File: src/rtl/sipo_pkg.sv
// Shared definitions for the serial-to-parallel frame controller: FSM encoding
// and the default word width.
package sipo_pkg;
    localparam int WORD_W_DEF = 32;

    typedef enum logic [1:0] {
        ST_IDLE  = 2'd0,
        ST_SHIFT = 2'd1,
        ST_HOLD  = 2'd2
    } state_e;
endpackage

File: src/rtl/sipo_frame_ctrl_sync.sv
// Input synchroniser for the serial link: sclk chain with a registered
// sample-edge pulse, plus a parallel chain for the level/data inputs.
module sync_edge_det #(
    parameter int          STAGES      = 2,
    parameter int          W           = 2,
    parameter logic [W-1:0] RST_VAL    = '0,
    parameter bit          SAMPLE_EDGE = 1'b0
) (
    input  logic         clk,
    input  logic         rst_n,
    input  logic         sclk_i,
    input  logic [W-1:0] d_i,
    output logic         edge_o,
    output logic [W-1:0] q_o
);
    logic [STAGES-1:0]       sclk_q;
    logic                    sclk_dly_q;
    logic                    edge_q;
    // One stage longer than the sclk chain so data lines up with the registered edge.
    logic [STAGES:0][W-1:0]  d_q;

    always_ff @(posedge clk or negedge rst_n) begin
        if (!rst_n) begin
            sclk_q     <= '0;
            sclk_dly_q <= 1'b0;
            edge_q     <= 1'b0;
            d_q        <= {(STAGES+1){RST_VAL}};
        end else begin
            sclk_q     <= {sclk_q[STAGES-2:0], sclk_i};
            sclk_dly_q <= sclk_q[STAGES-1];
            edge_q     <= SAMPLE_EDGE ? (sclk_dly_q & ~sclk_q[STAGES-1])
                                      : (~sclk_dly_q & sclk_q[STAGES-1]);
            d_q        <= {d_q[STAGES-1:0], d_i};
        end
    end

    assign edge_o = edge_q;
    assign q_o    = d_q[STAGES];
endmodule

File: src/rtl/sipo_frame_ctrl.sv
// Front-end controller for a WORD_W-bit SIPO: synchronises sclk/sdata/cs_n,
// issues shift pulses, counts bits and runs the word_valid/word_ready handshake.
module sipo_frame_ctrl
    import sipo_pkg::*;
#(
    parameter  int WORD_W      = WORD_W_DEF,
    parameter  int SYNC_STAGES = 2,
    parameter  int SAMPLE_EDGE = 0,
    localparam int CW          = $clog2(WORD_W + 1)
) (
    input  logic          clk,
    input  logic          rst_n,
    input  logic          sclk_in,
    input  logic          sdata_in,
    input  logic          cs_n_in,
    output logic          shift_en,
    output logic          shift_bit,
    output logic          word_valid,
    input  logic          word_ready,
    output logic          overrun,
    output logic          frame_err,
    output logic [CW-1:0] bit_cnt
);
    localparam logic [CW-1:0] CNT_FULL = CW'(WORD_W);

    logic          edge_s, sdata_s, cs_n_s, hs;
    state_e        state_q, state_d;
    logic [CW-1:0] cnt_q, cnt_d;
    logic          shift_en_q, shift_en_d, shift_bit_q, shift_bit_d;
    logic          valid_q, valid_d, ovr_q, ovr_d, ferr_q, ferr_d;

    sync_edge_det #(
        .STAGES     (SYNC_STAGES),
        .W          (2),
        .RST_VAL    (2'b10),
        .SAMPLE_EDGE(SAMPLE_EDGE != 0)
    ) u_sync (
        .clk   (clk),
        .rst_n (rst_n),
        .sclk_i(sclk_in),
        .d_i   ({cs_n_in, sdata_in}),
        .edge_o(edge_s),
        .q_o   ({cs_n_s, sdata_s})
    );

    assign hs = valid_q & word_ready;

    always_comb begin
        state_d     = state_q;
        cnt_d       = cnt_q;
        shift_en_d  = 1'b0;
        shift_bit_d = 1'b0;
        valid_d     = valid_q;
        ovr_d       = 1'b0;
        ferr_d      = 1'b0;
        case (state_q)
            ST_IDLE: begin
                cnt_d = '0;
                if (!cs_n_s) state_d = ST_SHIFT;
            end
            ST_SHIFT: begin
                if (cs_n_s) begin
                    ferr_d  = (cnt_q != '0);
                    cnt_d   = '0;
                    state_d = ST_IDLE;
                end else if (edge_s) begin
                    shift_en_d  = 1'b1;
                    shift_bit_d = sdata_s;
                    cnt_d       = cnt_q + 1'b1;
                    if (cnt_q == CNT_FULL - 1'b1) state_d = ST_HOLD;
                end
            end
            ST_HOLD: begin
                if (hs) begin
                    valid_d = 1'b0;
                    cnt_d   = '0;
                    state_d = cs_n_s ? ST_IDLE : ST_SHIFT;
                    // The consumer takes q this cycle, so a coinciding edge can still shift.
                    if (edge_s && !cs_n_s) begin
                        shift_en_d  = 1'b1;
                        shift_bit_d = sdata_s;
                        cnt_d       = CW'(1);
                        if (WORD_W == 1) state_d = ST_HOLD;
                    end
                end else begin
                    valid_d = 1'b1;
                    ovr_d   = edge_s;
                end
            end
            default: state_d = ST_IDLE;
        endcase
    end

    always_ff @(posedge clk or negedge rst_n) begin
        if (!rst_n) begin
            state_q     <= ST_IDLE;
            cnt_q       <= '0;
            shift_en_q  <= 1'b0;
            shift_bit_q <= 1'b0;
            valid_q     <= 1'b0;
            ovr_q       <= 1'b0;
            ferr_q      <= 1'b0;
        end else begin
            state_q     <= state_d;
            cnt_q       <= cnt_d;
            shift_en_q  <= shift_en_d;
            shift_bit_q <= shift_bit_d;
            valid_q     <= valid_d;
            ovr_q       <= ovr_d;
            ferr_q      <= ferr_d;
        end
    end

    assign shift_en   = shift_en_q;
    assign shift_bit  = shift_bit_q;
    assign word_valid = valid_q;
    assign overrun    = ovr_q;
    assign frame_err  = ferr_q;
    assign bit_cnt    = cnt_q;
endmodule
File: config.mk
export PLATFORM = sky130hd
export DESIGN_NAME = sipo_frame_ctrl
export DESIGN_NICKNAME = d
export VERILOG_FILES = /design/src/rtl/sipo_pkg.sv /design/src/rtl/sipo_frame_ctrl_sync.sv /design/src/rtl/sipo_frame_ctrl.sv
export SDC_FILE = /design/constraint.sdc
export NUM_CORES = 1
export LEC_CHECK = 0
export CAP_MARGIN = 20
export CORE_AREA = 3 3 48 50
export DETAILED_ROUTE_END_ITERATION = 16
export DIE_AREA = 0 0 51 53
export DONT_BUFFER_PORTS = 1
export GPL_TIMING_DRIVEN = 1
export PLACE_DENSITY = 0.68
export SLEW_MARGIN = 20
export SYNTH_ARGS = -nofsm -noshare
export SYNTH_HDL_FRONTEND = slang
export SYNTH_HIERARCHICAL = 1
export SYNTH_SLANG_ARGS = --single-unit
File: constraint.sdc
create_clock -name clk -period 3.3 [get_ports clk]
set_input_delay 0.66 -clock clk [delete_from_list [all_inputs] [get_ports clk]]
set_output_delay 0.66 -clock clk [all_outputs]
set_load 0.005 [all_outputs]
# --- Yosys cells after proc, flatten, opt, wreduce, memory -nomap -nowiden ---
# Cells that the tools add are included.
classes:
  n_addsub: 1
  eq_ne: 7
  muxes: 27
  n_bitwise: 3
  n_reduce_logical: 7
op_table:
  columns: ["op", "n"]
  rows:
  - ["two-way mux 6 bit", 3]
  - ["case mux 6 bit (3 select lines)", 1]
  - ["two-way mux 1 bit", 15]
  - ["two-way mux 2 bit", 5]
  - ["adder 6 x 1 -> 6 bit (second input constant)", 1]
  - ["== test 6 x 5 -> 1 bit (second input constant)", 1]
  - ["case mux 2 bit (3 select lines)", 1]
  - ["nonzero test 6 bit", 1]
  - ["!= test 2 bit (second input constant)", 2]
  - ["case mux 1 bit (2 select lines)", 2]
  - ["AND reduction 4 bit", 1]
  - ["!= test 3 x 1 -> 1 bit (second input constant)", 1]
  - ["!= test 3 x 2 -> 1 bit (second input constant)", 1]
  - ["AND reduction 3 bit", 1]
  - ["nonzero test 3 bit", 1]
  - ["AND 1 bit", 2]
  - ["== test 2 x 1 -> 1 bit (second input constant)", 1]
  - ["== test 2 bit (second input constant)", 1]
  - ["logical NOT 2 bit", 1]
  - ["logical AND 1 bit", 1]
  - ["logical NOT 1 bit", 1]
  - ["NOT 1 bit", 1]
totals:
  regBits: 23
  input_bits: 6

# --- Longest topological paths before layout ---
logic_depth:
  word_depth: 5
  mapped_depth: 6
  ltp_nobuf: 6

# --- Modules after synthesis ---
# Netlist, hierarchy kept.
modules_own_cells:
  columns: ["module", "n_inst", "cells_per_inst", "area_each_um2", "seq_area_each_um2"]
  rows:
  - ["sipo_frame_ctrl", 1, 73, 752.0, 325.3]
  - ["sync_edge_det", 1, 13, 282.8, 254.0]

# --- Worst setup path before layout ---
# OpenSTA, ideal clock, no wires.
synth_timing:
  path_type: "reg2reg"
  startpoint: "register state_q[1]"
  endpoint: "register state_q[1]"
  setup_ns: 0.122
  arrival_time_ns: 1.433
  required_ns: 3.178
  slack_ns: 1.746
  stages_incl_launch_ff: 6
  n_path_buf: 0
  path_cell_list: "dfrtp_1 -> inv_1 -> ha_1 -> or3b_4 -> and3_4 -> a32o_1"
synth_via:
  elab_chain_len: 3
synth_rtl:
  columns: ["element", "line", "source"]
  rows:
  - ["start: declaration", "sipo_frame_ctrl.sv:27", "state_e state_q, state_d;"]
  - ["start signal: assignment", "sipo_frame_ctrl.sv:104", "state_q <= state_d;"]
  - ["== test 2 x 1 -> 1 bit, or another cell as far along", "sipo_frame_ctrl.sv:56", "case (state_q)"]
  - ["!= test 3 x 1 -> 1 bit (no line), or another cell as far along", null, null]
  - ["AND reduction 4 bit (no line)", null, null]
# Parallel ways exist; a longest one is shown, timed or not.
# A chain may end at the register's enable or synchronous reset.

# --- Final worst setup path ---
layout_timing:
  startpoint: "register state_q[1]"
  endpoint: "register state_q[0]"
# The elaborated chain is that of the path after synthesis.

==> reports/results.txt <==
Internal power comes to 0.420 mW. The first global-routing pass estimated 2.86 mm of wire. The slew at the pin closest to its max-slew limit works out to 0.466 ns. STA puts the critical path data arrival time at 1.97 ns. Sorting the synthesized cells by area gives the leading types as dfrtp_1 (48%), dfstp_2 (7.6%), ha_1 (7.3%). The tightest min-delay check is of the input port to asynchronous set/reset pin type. In this run the critical register-to-register path is launched from state_q[1]$_DFFE_PN0P_.

The average size of a mapped cell is 12.0 um2, and the clock network latency to the later pin of the worst-skew pair is 0.31 ns. The count of pins on the block boundary was 17. In the global route stage, met3 resource usage came out at 2.82%.

The initial utilization of the core area, before any placement, comes to 53.3%. The clock net in this run drives a total of 23 sinks. The synthesis-stage register bit count is 23.

Of the cells placed in the final design, the portion with a size suffix greater than 1 is 21.3%. The worst register-to-register path has a depth of 6. Entering global routing, the biggest net connects 24 pins. Critical path endpoint category: a flop. The post-detailed-placement half-perimeter wirelength is 1.15 mm, and the sequential cell fraction of total power is 54.1%.

The overflow left after global routing is 0. In this run the horizontal extent of the chip is 51 um. The final critical path takes up 52.2% of the cycle.

The synthesized netlist devotes 12.8% of its cell area to compound gates. The most instantiated library cell after synthesis is dfrtp_1. The logs give 1940 um2 for the total core area and 2700 um2 for the area of the die. The run gives 0 as the max-capacitance violation count. The tree is rooted in a clkbuf_4. Final wirelength: 1.59 mm. The commonest cells after synthesis are dfrtp_1 (20), inv_1 (7), ha_1 (6), nor2_1 (6), o21ai_0 (6). Summed over all cells, the static leakage comes to 0.493 nW.

The largest individual stage delay along the critical path comes from the cell dfrtp_1. Net count of the finished layout: 102. Of the post-synthesis cell area, the part taken by muxes is 2.06%. After synthesis, the largest area contributor takes up 48.4% of total cell area. The routed layout has 622 vias.

Measured along the y axis, the die boundary spans 53 um. Depth of the CTS H-tree: 1. The clock-pin slew on the worst setup and hold paths was 0.13 ns. The met2 capacity usage during global routing was 21.9%. In this run the critical register-to-register path is captured at state_q[0]$_DFFE_PN0P_. The ratio of routed vias to standard cells is 5.36. The number of buffers added on ports is 0.

In this run the power spent charging and discharging nets is 0.190 mW. The clock share of power is 21.6%, and the quantity of gates resized following cts is 0. The biggest area contributor in the post-synthesis netlist is dfrtp_1. The setup check on the worst reg-to-reg path leaves a slack of 1.58 ns. In this run the power density over the cells is 557 nW/um2.

For this run, the slowest stage of the critical path takes 0.44 ns. In this run, synthesis inferred 0 flip-flops with an integrated enable. Setup slack after placement: 1.62 ns. Global routing used 14.2% of the available tracks across all layers.

Setup repair after global routing left no endpoint under its margin. The detail route stage leaves a number of antenna-violating nets equal to 0. The worst setup path is launched from a flop.

The Yosys step of the flow raised 6 warnings. The mapped cell area was 1030 um2; the iteration-0 DRC count of the detailed router was 18. The minimum period implied by the final worst setup slack was 1.72 ns. The simple logic cell fraction of the synthesized area is 17.9%.

The post-CTS setup-driven buffer insertion count is 0. The tools report the number of search-and-repair iterations in the first detailed-routing pass as 4. The worst relative slew slack was 68.8%. The number of antenna violations at the first check in global routing came out at 0. The share of total power in combinational logic was 24.2%.

Counting tap cells, the placed design contains a total of 111 instances. The fraction of registers with async set or reset after synthesis works out to 100%. No sink is reached through more buffers than the 2 on the longest clock path.

Summed over all failing endpoints, the final setup total negative slack is 0 ns. In this run the worst path has a maximum fanout of 5. Number of hold-slack violations in the final timing report: 0.

The worst setup path is of the flop to flop kind. Setup violations remaining at the end of the flow were counted as 0. After synthesis, flip-flops and latches occupy 56.0% of the total area.

The fraction of power spent switching nets was 31.1%. The run gives 0.000456 V as the worst voltage drop across the vdd grid. For the routability congestion estimate, the log shows 0.800.

The run finished with clean final reports. For the worst setup path, the data required time is 3.55 ns. The clock arrives with 0.00540 ns of skew. The fraction of synthesized cell area in xor and xnor cells is 0%, and the number of clock buffers inserted by TritonCTS is 3.

Traced cell by cell, the critical path runs through inv_1 > ha_1 > or3b_4 > and3_4 > o21ai_2 > mux2i_1. The most used flip-flop cell after synthesis is dfrtp_1. The run gives 643 as the number of global-route vias before repair.

Average detailed-routed wire length per instance: 13.7 um. The initialized floorplan defines 16 standard-cell rows. The worst path meets setup with 1.58 ns of slack. Based on the critical path, the design can be clocked at up to 581 MHz.

Compared with the post-synthesis result, the final layout area differs by 5.68%. In the routed design, unresolved DRC markers number 0. After synthesis, the netlist uses 31 different library cells. The tools report the total inserted antenna cells as 0.

TritonCTS built the clock tree. The main combinational cell family by area after synthesis is simple AND/OR/NAND/NOR gates. The number of cells produced by synthesis came out at 86. The number of nets produced by synthesis was 98. Excluding fillers, the count of instances in the completed layout stands at 116. The routing layer with the top usage in global route is met2. The final-report max-slew violation count was 0; the adder-cell area share of the yosys netlist was 7.26%.

The met1 demand-to-capacity share in global routing is 19.6%.
critical path, delay by kind of cell (launching register included):
kind | cells | cell delay, ns
flops | 1 | 0.44
fa+ha+maj | 1 | 0.25
compound gates | 1 | 0.07
simple gates | 2 | 0.61
mux | 1 | 0.19
buf+inv | 1 | 0.10
logic make-up (layout without fill, tap and decap cells):
group,after synthesis,count (layout)
buf+inv,9,12
simple gates,28,28
mux,2,2
fa+ha+maj,6,6
flops,23,23
compound gates,18,18
registers in the layout (all words and copies together), names as in the netlist:
signal / count
shift_bit: 1
u_sync/d_q: 4
u_sync/sclk_dly_q: 1
state_q: 2
overrun: 1
bit_cnt: 6
frame_err: 1
u_sync/sclk_q: 2
word_valid: 1
u_sync/edge_o: 1
u_sync/q_o: 2
shift_en: 1
worst max-delay path by stage:
stage / end / slack [ns] / startpoint / depth (start not counted)
after floorplan: state_q[1]$_DFFE_PN0P_ / 1.75 / state_q[1]$_DFFE_PN0P_ / 5
after global placement: bit_cnt[2]$_DFFE_PN0P_ / 1.62 / state_q[1]$_DFFE_PN0P_ / 6
after detailed placement: bit_cnt[5]$_DFFE_PN0P_ / 1.62 / state_q[1]$_DFFE_PN0P_ / 6
after CTS: state_q[0]$_DFFE_PN0P_ / 1.58 / state_q[1]$_DFFE_PN0P_ / 6
after global routing: state_q[0]$_DFFE_PN0P_ / 1.44 / state_q[1]$_DFFE_PN0P_ / 6
final: state_q[0]$_DFFE_PN0P_ / 1.58 / state_q[1]$_DFFE_PN0P_ / 6
layout by cell type (no fill, tap or decap), types with 2 or more instances in the layout:
| master | count |
|---|---|
| ha_1 | 6 |
| o21ai_0 | 6 |
| nand3_1 | 3 |
| a21oi_1 | 2 |
| clkbuf_4 | 3 |
| and3_1 | 2 |
| nor3b_1 | 2 |
| nand2_1 | 4 |
| a31oi_1 | 2 |
| nor2_1 | 6 |
| o31ai_2 | 3 |
| dfrtp_1 | 20 |
| dfstp_2 | 3 |
| nand3b_1 | 2 |
| inv_1 | 7 |
per-layer routing:
| layer | routed length, um | up-vias |
|---|---|---|
| li1 | - | 305 |
| met1 | 789 | 299 |
| met2 | 712 | 16 |
| met3 | 63 | 2 |
| met4 | 19 | 0 |
| met5 | 0 | - |
layout make-up:
type,instances,area (um2)
multi-input cells,54,414
clock inverters,1,7.51
flip-flops and latches,23,579
inverters,7,26.3
fillers,167,848
well taps,27,33.8
clock buffers,3,22.5
repair buffers,1,10.0
power groups by stage:
stage | clock, mW | combinational [mW] | sequential, mW
floorplan | 0 | 0.121 | 0.329
global placement | 0 | 0.141 | 0.335
detailed placement | 0 | 0.144 | 0.336
CTS | 0.135 | 0.146 | 0.330
global route | 0.146 | 0.174 | 0.335
finish | 0.132 | 0.148 | 0.330
metrics by stage:
step | cell area, um2 | hold WS [ns] | power (mW) | util [%]
6_report | 1090 | 0.0213 | 0.610 | 56.3
5_1_grt | 1090 | 0.00768 | 0.655 | 56.3
4_1_cts | 1080 | 0.0176 | 0.611 | 55.8
3_5_place_dp | 1050 | 0.336 | 0.480 | 54.3
3_3_place_gp | 1050 | 0.332 | 0.476 | 54.3
2_1_floorplan | 1030 | 0.331 | 0.451 | -
what timing repair did:
item,4_1_cts,5_1_grt
setup endpoints to repair,0,0
hold buffers,0,1
hold endpoints to repair,0,11
Power figures use the tool's default switching activity.
